## src/rtl/rpi_strobe_rx_if.sv

```systemverilog
// Word stream from the Pi strobe receiver to downstream audio logic.
// The master presents word_out/word_valid and the slave returns word_ready.
interface rpi_strobe_rx_if #(
  parameter int unsigned WORD_W = 16
);
  logic [WORD_W-1:0] word_out;
  logic              word_valid;
  logic              word_ready;

  modport master (
    output word_out,
    output word_valid,
    input  word_ready
  );

  modport slave (
    input  word_out,
    input  word_valid,
    output word_ready
  );
endinterface

```

## src/rtl/rpi_strobe_rx.sv

```systemverilog
// Pi-to-FPGA strobe receiver: synchronises strobe/data/enable from GPIO, shifts in
// MSB-first words on strobe rising edges and offers them on a valid/ready stream.
module rpi_strobe_rx #(
  parameter int unsigned WORD_W      = 16,
  parameter int unsigned SYNC_STAGES = 2,
  parameter int unsigned TIMEOUT_CYC = 1024
) (
  input  logic             clk_in,
  input  logic             reset_n,
  input  logic             rpi_clk,
  input  logic             rpi_data,
  input  logic             rpi_enable,
  rpi_strobe_rx_if.master  word_if,
  output logic             overflow,
  input  logic             overflow_clr,
  output logic             frame_err,
  output logic             busy
);

  localparam int unsigned     CntW    = $clog2(WORD_W + 1);
  localparam int unsigned     TmoW    = $clog2(TIMEOUT_CYC);
  localparam logic [CntW-1:0] LastCnt = CntW'(WORD_W - 1);
  localparam logic [TmoW-1:0] TmoLast = TmoW'(TIMEOUT_CYC - 1);

  typedef enum logic [1:0] {StDisabled, StArmed, StRecv} state_e;

  logic [SYNC_STAGES-1:0] clk_sync_q;
  logic [SYNC_STAGES-1:0] data_sync_q;
  logic [SYNC_STAGES-1:0] en_sync_q;
  logic                   clk_prev_q;
  logic                   rise_q;
  logic                   data_q;
  logic                   en_q;

  state_e            state_q;
  logic [WORD_W-1:0] shift_q;
  logic [CntW-1:0]   cnt_q;
  logic [TmoW-1:0]   tmo_q;
  logic [WORD_W-1:0] word_q;
  logic              valid_q;
  logic              overflow_q;
  logic              frame_err_q;

  logic [WORD_W-1:0] shift_nxt;
  logic              complete;
  logic              tmo_hit;

  // Edge detect is registered so rise, data and enable reach the FSM aligned.
  always_ff @(posedge clk_in or negedge reset_n) begin
    if (!reset_n) begin
      clk_sync_q  <= '0;
      data_sync_q <= '0;
      en_sync_q   <= '0;
      clk_prev_q  <= 1'b0;
      rise_q      <= 1'b0;
      data_q      <= 1'b0;
      en_q        <= 1'b0;
    end else begin
      clk_sync_q  <= {clk_sync_q[SYNC_STAGES-2:0], rpi_clk};
      data_sync_q <= {data_sync_q[SYNC_STAGES-2:0], rpi_data};
      en_sync_q   <= {en_sync_q[SYNC_STAGES-2:0], rpi_enable};
      clk_prev_q  <= clk_sync_q[SYNC_STAGES-1];
      rise_q      <= clk_sync_q[SYNC_STAGES-1] & ~clk_prev_q;
      data_q      <= data_sync_q[SYNC_STAGES-1];
      en_q        <= en_sync_q[SYNC_STAGES-1];
    end
  end

  always_comb begin
    shift_nxt = {shift_q[WORD_W-2:0], data_q};
    complete  = (state_q == StRecv) && en_q && rise_q && (cnt_q == LastCnt);
    tmo_hit   = (tmo_q == TmoLast);
  end

  always_ff @(posedge clk_in or negedge reset_n) begin
    if (!reset_n) begin
      state_q     <= StDisabled;
      shift_q     <= '0;
      cnt_q       <= '0;
      tmo_q       <= '0;
      word_q      <= '0;
      valid_q     <= 1'b0;
      overflow_q  <= 1'b0;
      frame_err_q <= 1'b0;
    end else begin
      frame_err_q <= 1'b0;

      // A completion lands in word_out if the slot is empty or being drained now.
      if (complete) begin
        if (!valid_q || word_if.word_ready) begin
          word_q  <= shift_nxt;
          valid_q <= 1'b1;
        end
      end else if (valid_q && word_if.word_ready) begin
        valid_q <= 1'b0;
      end

      if (complete && valid_q && !word_if.word_ready) begin
        overflow_q <= 1'b1;
      end else if (overflow_clr) begin
        overflow_q <= 1'b0;
      end

      unique case (state_q)
        StDisabled: begin
          shift_q <= '0;
          cnt_q   <= '0;
          tmo_q   <= '0;
          if (en_q) state_q <= StArmed;
        end
        StArmed: begin
          tmo_q <= '0;
          if (!en_q) begin
            shift_q <= '0;
            cnt_q   <= '0;
            state_q <= StDisabled;
          end else if (rise_q) begin
            shift_q <= shift_nxt;
            cnt_q   <= CntW'(1);
            state_q <= StRecv;
          end
        end
        StRecv: begin
          if (!en_q) begin
            // Enable wins over a coincident strobe edge.
            frame_err_q <= 1'b1;
            shift_q     <= '0;
            cnt_q       <= '0;
            tmo_q       <= '0;
            state_q     <= StDisabled;
          end else if (rise_q) begin
            tmo_q <= '0;
            if (complete) begin
              shift_q <= '0;
              cnt_q   <= '0;
              state_q <= StArmed;
            end else begin
              shift_q <= shift_nxt;
              cnt_q   <= cnt_q + CntW'(1);
            end
          end else if (tmo_hit) begin
            frame_err_q <= 1'b1;
            shift_q     <= '0;
            cnt_q       <= '0;
            tmo_q       <= '0;
            state_q     <= StArmed;
          end else begin
            tmo_q <= tmo_q + TmoW'(1);
          end
        end
        default: state_q <= StDisabled;
      endcase
    end
  end

  assign word_if.word_out   = word_q;
  assign word_if.word_valid = valid_q;
  assign overflow           = overflow_q;
  assign frame_err          = frame_err_q;
  assign busy               = (state_q == StRecv);

endmodule
```

## src/flat_wrapper.sv

```systemverilog
// flat-port wrapper written by rule: the top's interface ports become plain ports
module rpi_strobe_rx_flat 
#(
  parameter int unsigned WORD_W      = 16,
  parameter int unsigned SYNC_STAGES = 2,
  parameter int unsigned TIMEOUT_CYC = 1024
)
  (clk_in, reset_n, rpi_clk, rpi_data, rpi_enable, overflow, overflow_clr, frame_err, busy, word_if_word_out, word_if_word_valid, word_if_word_ready);
  rpi_strobe_rx_if #(.WORD_W(WORD_W)) word_if_i ();
  input  logic clk_in;
  input  logic reset_n;
  input  logic rpi_clk;
  input  logic rpi_data;
  input  logic rpi_enable;
  output logic overflow;
  input  logic overflow_clr;
  output logic frame_err;
  output logic busy;
  output wire logic [$bits(word_if_i.word_out)-1:0] word_if_word_out;
  output wire logic [$bits(word_if_i.word_valid)-1:0] word_if_word_valid;
  input wire logic [$bits(word_if_i.word_ready)-1:0] word_if_word_ready;
  assign word_if_word_out = word_if_i.word_out;
  assign word_if_word_valid = word_if_i.word_valid;
  assign word_if_i.word_ready = word_if_word_ready;
  rpi_strobe_rx #(.WORD_W(WORD_W), .SYNC_STAGES(SYNC_STAGES), .TIMEOUT_CYC(TIMEOUT_CYC)) u_core (.clk_in(clk_in), .reset_n(reset_n), .rpi_clk(rpi_clk), .rpi_data(rpi_data), .rpi_enable(rpi_enable), .word_if(word_if_i), .overflow(overflow), .overflow_clr(overflow_clr), .frame_err(frame_err), .busy(busy));
endmodule
```

## config.mk

```make
export PLATFORM = sky130hd
export DESIGN_NAME = rpi_strobe_rx_flat
export DESIGN_NICKNAME = d
export VERILOG_FILES = /design/src/rtl/rpi_strobe_rx_if.sv /design/src/rtl/rpi_strobe_rx.sv /design/src/flat_wrapper.sv
export SDC_FILE = /design/constraint.sdc
export NUM_CORES = 1
export LEC_CHECK = 0
export CAP_MARGIN = 20
export CORE_UTILIZATION = 57
export DETAILED_ROUTE_END_ITERATION = 10
export GPL_ROUTABILITY_DRIVEN = 0
export PLACE_DENSITY = 0.8
export SETUP_SLACK_MARGIN = 0.02
export SYNTH_ARGS = -nofsm -noshare
export SYNTH_HDL_FRONTEND = slang
export SYNTH_SLANG_ARGS = --single-unit
```

## constraint.sdc

```tcl
create_clock -name clk_in -period 3.7 [get_ports clk_in]
set_input_delay 0.74 -clock clk_in [delete_from_list [all_inputs] [get_ports clk_in]]
set_output_delay 0.74 -clock clk_in [all_outputs]
set_load 0.01 [all_outputs]
```

==> impl_metrics.py <==
metrics = {
    "logic_synthesis": {
        "yosysWarningCount": 0,
        "async_flop_share_pct": 100,
        "synthCells": 227,
        "synth_cell_types": 36,
        "synth_edf_count": 0,
        "yosysSeqAreaShare_pct": 57.5,
        "syn_area_per_cell_um2": 11.7,
        "yosys_most_used_dff": "dfrtp_1",
        "yosys_register_bits": 61,
        "netlist_area_um2": 2650,
        "syn_nets": 241,
    },
    "timing": {
        "rsz0062_at_grt": "no",
        "fin_crit_ps": 2620,
        "slew_headroom_pct": 57.4,
        "max_freq_mhz": 381,
        "layout_setup_ws_ps": 1080,
        "hold_viol": 0,
        "setup_viol": 0,
        "slew_violations": 0,
        "fin_skew_ps": 7.01,
        "setup_tns_ps": 0,
        "tightest_slew_ps": 639,
        "finalCritPeriodShare_pct": 70.9,
    },
    "clock_tree": {
        "cts_resized": 0,
        "post-cts-setup-buffers": 0,
        "cts_inserted_buffers": 9,
        "cts.sinks": 61,
        "clockBufferDepth": 2,
        "h-tree-depth": 3,
        "root_buffer": "clkbuf_8",
        "clk_latency_ps": 330,
        "clk_pin_slew_ps": 60,
        "cts_tree": "built",
        "hold_buffers": 0,
    },
    "power_and_ir_drop": {
        "ir_drop_mv": 0.256,
        "leakagePower_nw": 1.44,
        "power_density_nw_per_um2": 477,
    },
    "global_route": {
        "groute.usage.overall_pct": 21.0,
        "antenna_found_initial": 0,
        "grt_max_degree": 33,
        "first_global_vias": 1686,
        "gr-total-overflow": 0,
        "grt_pass1_wl_mm": 7.81,
    },
    "min_path": {
        "min_path_type": "flip-flop to flip-flop",
    },
    "detailed_routing": {
        "num_vias": 1733,
        "via_per_inst": 5.48,
        "drtPass1Iterations": 4,
        "drtIter0Drc": 111,
        "wirelength_mm": 4.41,
        "avgRoutedWirePerCell_um": 14.0,
        "drc": 0,
        "drtAntennaViolNets": 0,
    },
    "job": {
        "maxCapViolCount": 0,
    },
    "cells_and_area": {
        "final_cell_mix": "dfrtp_1 (61), nand2_1 (26), clkdlybuf4s50_1 (25)",
        "num-fill-cells": 316,
        "layout_commonest_cell": "dfrtp_1",
        "area_growth_pct": 17.3,
        "n_antenna_cell": 0,
        "drive_gt1_share_pct": 15.5,
        "final_core_util_pct": 70.5,
        "nNetsFinal": 274,
    },
    "die": {
        "core_um2": 4410,
        "die_w_um": 70.2,
        "dieArea_um2": 4930,
        "io_pins": 27,
        "start_util_pct": 60.1,
        "num_rows": 24,
        "die_y_um": 70.2,
    },
    "worst_setup_path": {
        "reg2reg_slack_ps": 1080,
        "path_max_fanout": 12,
        "startpoint_type": "flip-flop",
        "crit_type": "flip-flop to flip-flop",
        "end_kind": "flip-flop",
        "required_ps": 3950,
        "arrival_ps": 2870,
    },
    "placement": {
        "io_buffers": 26,
        "dp_hpwl_mm": 3.07,
        "preCtsSetupSlack_ps": 1090,
    },
    "status": {
        "outcome": "finished, final reports clean",
    },
}
layout make-up:
cell class / count / area [um^2] / share of cell area, %
Sequential cell: 61 / 1530 / 49.1
Multi-Input combinational cell: 137 / 991 / 31.8
Timing Repair Buffer: 30 / 285 / 9.17
Clock buffer: 10 / 138 / 4.42
Inverter: 21 / 78.8 / 2.53
Tap cell: 52 / 65.1 / 2.09
Clock inverter: 5 / 27.5 / 0.885
registers in the layout (all words and copies together), names as in the netlist:
register                   flops
u_core.en_q                    1
u_core.overflow                1
u_core.en_sync_q               2
u_core.data_sync_q             2
u_core.cnt_q                   5
u_core.shift_q                15
u_core.clk_sync_q              2
u_core.word_if.word_out       16
u_core.data_q                  1
u_core.word_if.word_valid      1
u_core.frame_err               1
u_core.rise_q                  1
u_core.state_q                 2
u_core.tmo_q                  10
u_core.clk_prev_q              1
worst paths after layout:
path | start | to | cells past startpoint
max in group asynchronous | reset_n | u_core.word_if.word_out[2] | 2
worst min register to register | u_core.en_sync_q[1] | u_core.en_q | 0
worst max-delay path | u_core.state_q[0] | u_core.shift_q[12] | 7
worst max register to register | u_core.state_q[0] | u_core.shift_q[12] | 7
min in group asynchronous | reset_n | u_core.en_sync_q[0] | 1
worst min-delay path | u_core.en_sync_q[1] | u_core.en_q | 0
cells by family after synthesis:
group / after synthesis / synth area share, %
adder cells (fa/ha/maj): 7 / 3.30
multiplexers: 35 / 14.2
buffers and inverters: 29 / 5.09
AND/OR/NAND/NOR: 68 / 12.2
AO/OA/AOI/OAI: 24 / 6.75
flip-flops: 61 / 57.5
XOR/XNOR: 3 / 0.991
synthesized netlist by cell type, types with 2 or more instances:
master,number,area share [%]
nand3_1,7,1.3
clkbuf_1,2,0.28
mux2_2,19,8.1
o41ai_1,3,0.99
nor4_1,2,0.47
and3_1,2,0.47
xor2_1,3,0.99
buf_6,3,1.3
mux2i_1,15,5.7
and2_1,2,0.47
nand4_1,6,1.4
ha_1,7,3.3
a21oi_1,3,0.57
o21ai_0,9,1.7
dfrtp_1,61,58
buf_2,3,0.57
nand2_1,26,3.7
nor2_1,14,2.0
inv_1,21,3.0
nor2b_1,3,0.71
power breakdown:
part           internal [mW]  total [mW]  switching [mW]
sequential             0.694       0.720          0.0259
clock                  0.252       0.494           0.242
combinational          0.116       0.269           0.153
per-layer routing:
metal | up-vias | GRT usage [%] | wire length [um]
met5 | - | 0 | 0
met4 | 0 | 7.33 | 54
li1 | 839 | - | -
met2 | 33 | 30.2 | 2090
met3 | 6 | 7.79 | 175
met1 | 855 | 29.4 | 2090
worst max-delay path, stage by stage, from the launching register on:
cell and delay [ps]:
dfrtp_1 430, inv_1 100, ha_1 270, nand3b_1 300
a41oi_4 370, or3_1 550, buf_4 290, mux2i_1 220
stage by stage:
step / hold slack [ps] / instance area, um^2 / instances / power, mW
final: 346 / 3110 / 316 / 1.48
after global routing: 358 / 3110 / 316 / 1.56
after CTS: 349 / 3110 / 316 / 1.50
after detailed placement: 336 / 2950 / 301 / 1.00
after global placement: 331 / 2950 / 301 / 0.993
after floorplan: 331 / 2650 / 227 / 0.936
(Power assumes the default switching activity.)
==> RTL edit 1: new RTL, same settings <==
`TIMEOUT_CYC` is set to 1024 in 2 places; all go to 4096.
--- a/src/rtl/rpi_strobe_rx.sv
+++ b/src/rtl/rpi_strobe_rx.sv
@@ -5,3 +5,3 @@
   parameter int unsigned SYNC_STAGES = 2,
-  parameter int unsigned TIMEOUT_CYC = 1024
+  parameter int unsigned TIMEOUT_CYC = 4096
 ) (
--- a/src/flat_wrapper.sv
+++ b/src/flat_wrapper.sv
@@ -5,3 +5,3 @@
   parameter int unsigned SYNC_STAGES = 2,
-  parameter int unsigned TIMEOUT_CYC = 1024
+  parameter int unsigned TIMEOUT_CYC = 4096
 )
Check against the original RTL: no difference found for any inputs over 10 cycles, from zero or initial values and one cycle with reset_n low; that may be too few to reach the edited logic, so the function may still have changed.
==> RTL edit 1 against the unedited design <==
Routed wire length grew 6.6%; first-iteration DRC count is 41% higher; the run now ends with design-rule violations left; utilization rose by 0.76 points; setup slack improved by 0.17 ns; power up 5.8%; cell area increased by 1.8%; clock power up 15%; critical path depth fell by 4; sequential cell count up 2; critical path type is now flop to output port; area after synthesis up 1.1%.
==> RTL edit 1: results (changes against the unedited design) <==
- Top layer in use: met4
- CP max-delay cell: clkdlybuf4s50_1
- Met2 WL: 2140 um (+2.5%)
- Largest net degree at the start of global routing: 38 (+15%)
- Netlist cell types: 40 (+11%)
- Clock skew: 0.0122 ns (+0.00514 ns)
- DP HPWL: 3110 um (+1.4%)
- Bufs on Longest Clock Path: 2 (unchanged)
- Top cells by count, synth: 63 x dfrtp_1, 25 x nand2_1, 16 x mux2_2, 16 x nor2_1, 15 x o2bb2ai_1
- Status: complete, but fails checks
- Post-CTS Setup Bufs: 0 (unchanged)
- I/O Buffers: 26 (unchanged)
- Root Buffer: clkbuf_8
- Layout net count: 271 (-1.1%)
- Fraction of layout cells with a size suffix above 1: 0.156 (+0.00119)
- CTS HTree Levels: 3 (unchanged)
- Critical path's top delay family: buffers and inverters
- 1st-iter DRT viols: 156 (+41%)
- Num CTS Buffers: 9 (unchanged)
- First-pass GRT wire length: 8130 um (+4.1%)
- Failing checks: design-rule violations
- Drt drc: 6 (+6)
- Non-Filler Instances: 314 (-0.63%)
- Max Slew Vio Count: 0 (unchanged)
- Resize count post-CTS: 0 (unchanged)
- Wirelength per Cell: 15.0 um (+7.3%)
- Sequential share of the synthesized area: 0.588 (+0.0125)
- Synth Instances: 225 (-0.88%)
- Filler cells: 318 (+0.63%)
- Antenna Cells: 0 (unchanged)
- Total GRT Usage: 0.219 (+0.00912)
- Slew margin rel.: 0.480 (-0.0939)
- Reported leakage power: 1.47 nW (+1.9%)
- Critical path's largest stage delay: 0.58 ns (+0.03 ns)
- Post-Place Cells: 297 (-1.3%)
- Worst-path fanout max: 7 (-5)
- Area contributors post-synth: dfrtp_1 59%, mux2_2 6.7%, o2bb2ai_1 4.9%
- Drt pass-1 iters: 7 (+3)
- Max VDD drop: 0.000348 V (+36%)
- Syn Nets: 239 (-0.83%)
- WL met1: 2300 um (+10%)
- Via count: 1,772 (+2.3%)
- Vias in the first global route: 1,714 (+1.7%)
- Wire length on met3: 178 um (+1.7%)
==> RTL edit 1: layer usage <==
layer  track usage  up-vias
met5             0        -
met4         0.129        0
met3        0.0613        6
met2         0.309       41
met1         0.306      852
li1              -      873
==> RTL edit 1: worst register-to-register path, delay by kind of cell (launching register included) <==
| kind | cells | cell delay, ns |
|---|---|---|
| fa+ha+maj | 1 | 0.22 |
| simple gates | 2 | 0.77 |
| flops | 1 | 0.38 |
| compound gates | 2 | 0.80 |
==> RTL edit 1: worst paths after layout <==
| check | from | slack (ns) | to | cells after the start |
|---|---|---|---|---|
| min in group asynchronous | reset_n | 0.48 | u_core.shift_q[2]$_DFFE_PN0P_ | 1 |
| hold reg to reg | u_core.data_sync_q[1]$_DFF_PN0_ | 0.35 | u_core.data_q$_DFF_PN0_ | 0 |
| setup reg to reg | u_core.tmo_q[0]$_DFFE_PN0P_ | 1.41 | u_core.cnt_q[3]$_DFFE_PN0P_ | 5 |
| hold / removal | u_core.data_sync_q[1]$_DFF_PN0_ | 0.35 | u_core.data_q$_DFF_PN0_ | 0 |
| setup / recovery | u_core.state_q[0]$_DFFE_PN0P_ | 1.25 | busy | 3 |
| max in group asynchronous | reset_n | 2.38 | u_core.clk_sync_q[0]$_DFF_PN0_ | 2 |
==> RTL edit 1: cell type report <==
cell class	instances	share of cell area
Clock inverter	6	0.0194
Sequential cell	63	0.498
Clock buffer	10	0.0403
Timing Repair Buffer	30	0.0901
Inverter	6	0.00711
Tap cell	52	0.0205
Multi-Input combinational cell	147	0.325
==> RTL edit 1: kinds of logic after synthesis <==
group	Yosys count	synth area share
AND/OR/NAND/NOR	78	0.148
multiplexers	17	0.0728
flip-flops	63	0.588
AO/OA/AOI/OAI	38	0.107
XOR/XNOR	7	0.0229
adder cells (fa/ha/maj)	7	0.0327
buffers and inverters	15	0.0285
==> RTL edit 1: metrics by stage <==
stage	area (um^2)	total power, mW	worst slack, ns
finish	3170	1.57	1.25
global route	3170	1.65	1.15
CTS	3160	1.58	1.23
detailed placement	2970	1.00	1.43
global placement	2970	0.999	1.50
floorplan	2680	0.946	1.58
==> RTL edit 1: report_power, final <==
| part | switching (mW) | leakage, nW | internal (mW) |
|---|---|---|---|
| logic | 0.164 | 0.516 | 0.0939 |
| registers | 0.0268 | 0.855 | 0.715 |
| clock network | 0.261 | 0.0960 | 0.308 |
==> RTL edit 2: new RTL, config.mk and constraints unchanged <==
Without the edit above. Encoding of `state_e`: now one-hot (3 bits for 3 states).
--- a/src/rtl/rpi_strobe_rx.sv
+++ b/src/rtl/rpi_strobe_rx.sv
@@ -24,3 +24,3 @@
 
-  typedef enum logic [1:0] {StDisabled, StArmed, StRecv} state_e;
+  typedef enum logic [2:0] {StDisabled = 3'b001, StArmed = 3'b010, StRecv = 3'b100} state_e;
 
Check against the original RTL: same outputs for any inputs over 10 cycles, from zero or initial values and one cycle with reset_n low; not proved beyond that.
==> RTL edit 2 against the unedited design <==
Via count rose by 1.2%; area after synthesis rose by 0.61%; cell area up 0.80%; utilization rose by 0.57 points; clock power up 14%; sequential cell count increased by 1; combinational power rose by 12%; setup slack better by 0.090 ns; power up 9.0%; routed wire length is 4.8% higher; first-iteration DRC count is 18% lower; highest routed layer unchanged.
==> RTL edit 2: results (changes against the unedited design) <==
- Status: finished, final reports clean
- Wirelength per Cell: 15.9 um (+14%)
- Ys async rst share: 1.00 (unchanged)
- Area of placed instances: 2950 um^2 (unchanged)
- WHS Path Cells: 0 (unchanged)
- Clock skew: 0.0114 ns (+0.00441 ns)
- Setup slack after placement: 1.43 ns (+0.339 ns)
- Worst-path fanout max: 7 (-5)
- Slew margin rel.: 0.406 (-0.168)
- Via count: 1,753 (+1.2%)
- Top_reg_cell synth: dfrtp_1
- 1st-iter DRT viols: 91 (-18%)
- Final hold slack: 0.351 ns (+0.00438 ns)
- Arrival time at the worst endpoint: 1.79 ns (-1.08 ns)
- Vias in the first global route: 1,693 (+0.42%)
- DP HPWL: 3110 um (+1.5%)
- Worst r2r src: u_core.state_q[1]$_DFFE_PN0P_
- CTS HTree Levels: 3 (unchanged)
- Worst skew pair latency: 0.33 ns (about the same)
- Resize count post-CTS: 0 (unchanged)
- First-pass GRT wire length: 7870 um (+0.72%)
- Root Buffer: clkbuf_8
- Initial antenna violation count: 0 (unchanged)
- Num CTS Buffers: 9 (unchanged)
- Reported leakage power: 1.44 nW (about the same)
- Syn Nets: 214 (-11%)
- Critical path's largest stage delay: 0.58 ns (+0.03 ns)
- Max reg flops: 16 (unchanged)
- Bufs on Longest Clock Path: 2 (unchanged)
- I/O Buffers: 26 (unchanged)
- R2r endpoint: u_core.word_if.word_out[1]$_DFFE_PN0P_
- Warning count from the yosys run: 0 (unchanged)
- Drt pass-1 iters: 4 (unchanged)
- Flop2flop setup slack: 1.54 ns (+0.46 ns)
- Post-CTS Setup Bufs: 0 (unchanged)
- Fraction of layout cells with a size suffix above 1: 0.167 (+0.0121)
- Sequential share of the synthesized area: 0.582 (+0.00634)
- Final WL: 4620 um (+4.8%)
- Area contributors post-synth: dfrtp_1 57%, mux2_4 6.2%, a22o_1 3.9%
- CP max-delay cell: clkdlybuf4s50_1
- Worst hold start: u_core.en_sync_q[1]$_DFF_PN0_
- Largest net degree at the start of global routing: 43 (+30%)
- Total GRT Usage: 0.208 (-0.00200)
- R2R depth: 4 (-3)
- Hold-critical path endpoint: u_core.en_q$_DFF_PN0_
- Post-Place Cells: 275 (-8.6%)
- Layout net count: 243 (-11%)
- Max VDD drop: 0.000335 V (+31%)
- Top cells by count, synth: 61 x dfrtp_1, 14 x nand2_1, 12 x a22o_1
- Netlist cell types: 54 (+50%)
- Worst hold path type: flop to flop
- Antenna Cells: 0 (unchanged)
- Post-Syn Area per Cell: 13.0 um^2 (+11%)
- Clk pin slew, worst setup/hold paths: 0.07 ns
RTL edit 2: power breakdown:
group | internal, mW | leakage, nW | total (mW) | switching (mW)
sequential | 0.705 | 0.840 | 0.754 | 0.0487
combinational | 0.110 | 0.501 | 0.301 | 0.191
clock | 0.310 | 0.100 | 0.561 | 0.252
RTL edit 2: how the worst max path moves through the flow:
| stage | startpoint | to | slack (ns) | cells after the start |
|---|---|---|---|---|
| after CTS | u_core.state_q[1]$_DFFE_PN0P_ | busy | 1.17 | 3 |
| after floorplan | u_core.state_q[0]$_DFFE_PN1P_ | u_core.cnt_q[0]$_DFFE_PN0P_ | 1.89 | 4 |
| final | u_core.state_q[1]$_DFFE_PN0P_ | busy | 1.17 | 3 |
| after detailed placement | word_if_word_ready | u_core.word_if.word_out[1]$_DFFE_PN0P_ | 1.43 | 4 |
| after global placement | word_if_word_ready | u_core.word_if.word_out[4]$_DFFE_PN0P_ | 1.51 | 4 |
| after global routing | u_core.state_q[1]$_DFFE_PN0P_ | busy | 1.09 | 3 |
RTL edit 2: cell type report:
type	instances	area [um^2]
fill	313	1280
clock inverter	6	62.6
clock buffer	10	128
tap	52	65.1
timing repair buffer	27	263
sequential	62	1550
inverter	8	30.0
multi-input combinational	126	1040
RTL edit 2: stage by stage:
| step | utilization | power, mW |
|---|---|---|
| finish | 0.711 | 1.62 |
| global route | 0.711 | 1.69 |
| CTS | 0.711 | 1.63 |
| detailed placement | 0.668 | 1.06 |
| global placement | 0.668 | 1.06 |
| floorplan | - | 0.992 |
RTL edit 2: worst max-delay path, delay by kind of cell (launching register included):
kind                   cells  cell delay (ns)
flip-flops                 1             0.48
buffers and inverters      1             0.58
AND/OR/NAND/NOR            2             0.40
RTL edit 2: cells by family (layout without fill, tap and decap cells):
group                    count (synthesis)  in the layout  share of synthesized area
AO/OA/AOI/OAI                           48             48                      0.138
XOR/XNOR                                 4              4                     0.0159
adder cells (fa/ha/maj)                  2              2                    0.00937
buffers and inverters                   17             51                     0.0300
flip-flops                              62             62                      0.582
multiplexers                            23             23                      0.110
AND/OR/NAND/NOR                         49             49                      0.115
RTL edit 2: per-layer routing:
layer	wire [um]	global-route usage	vias up
li1	-	-	811
met1	2160	0.292	877
met2	2100	0.301	53
met3	233	0.0447	12
met4	125	0.113	0
met5	0	0	-
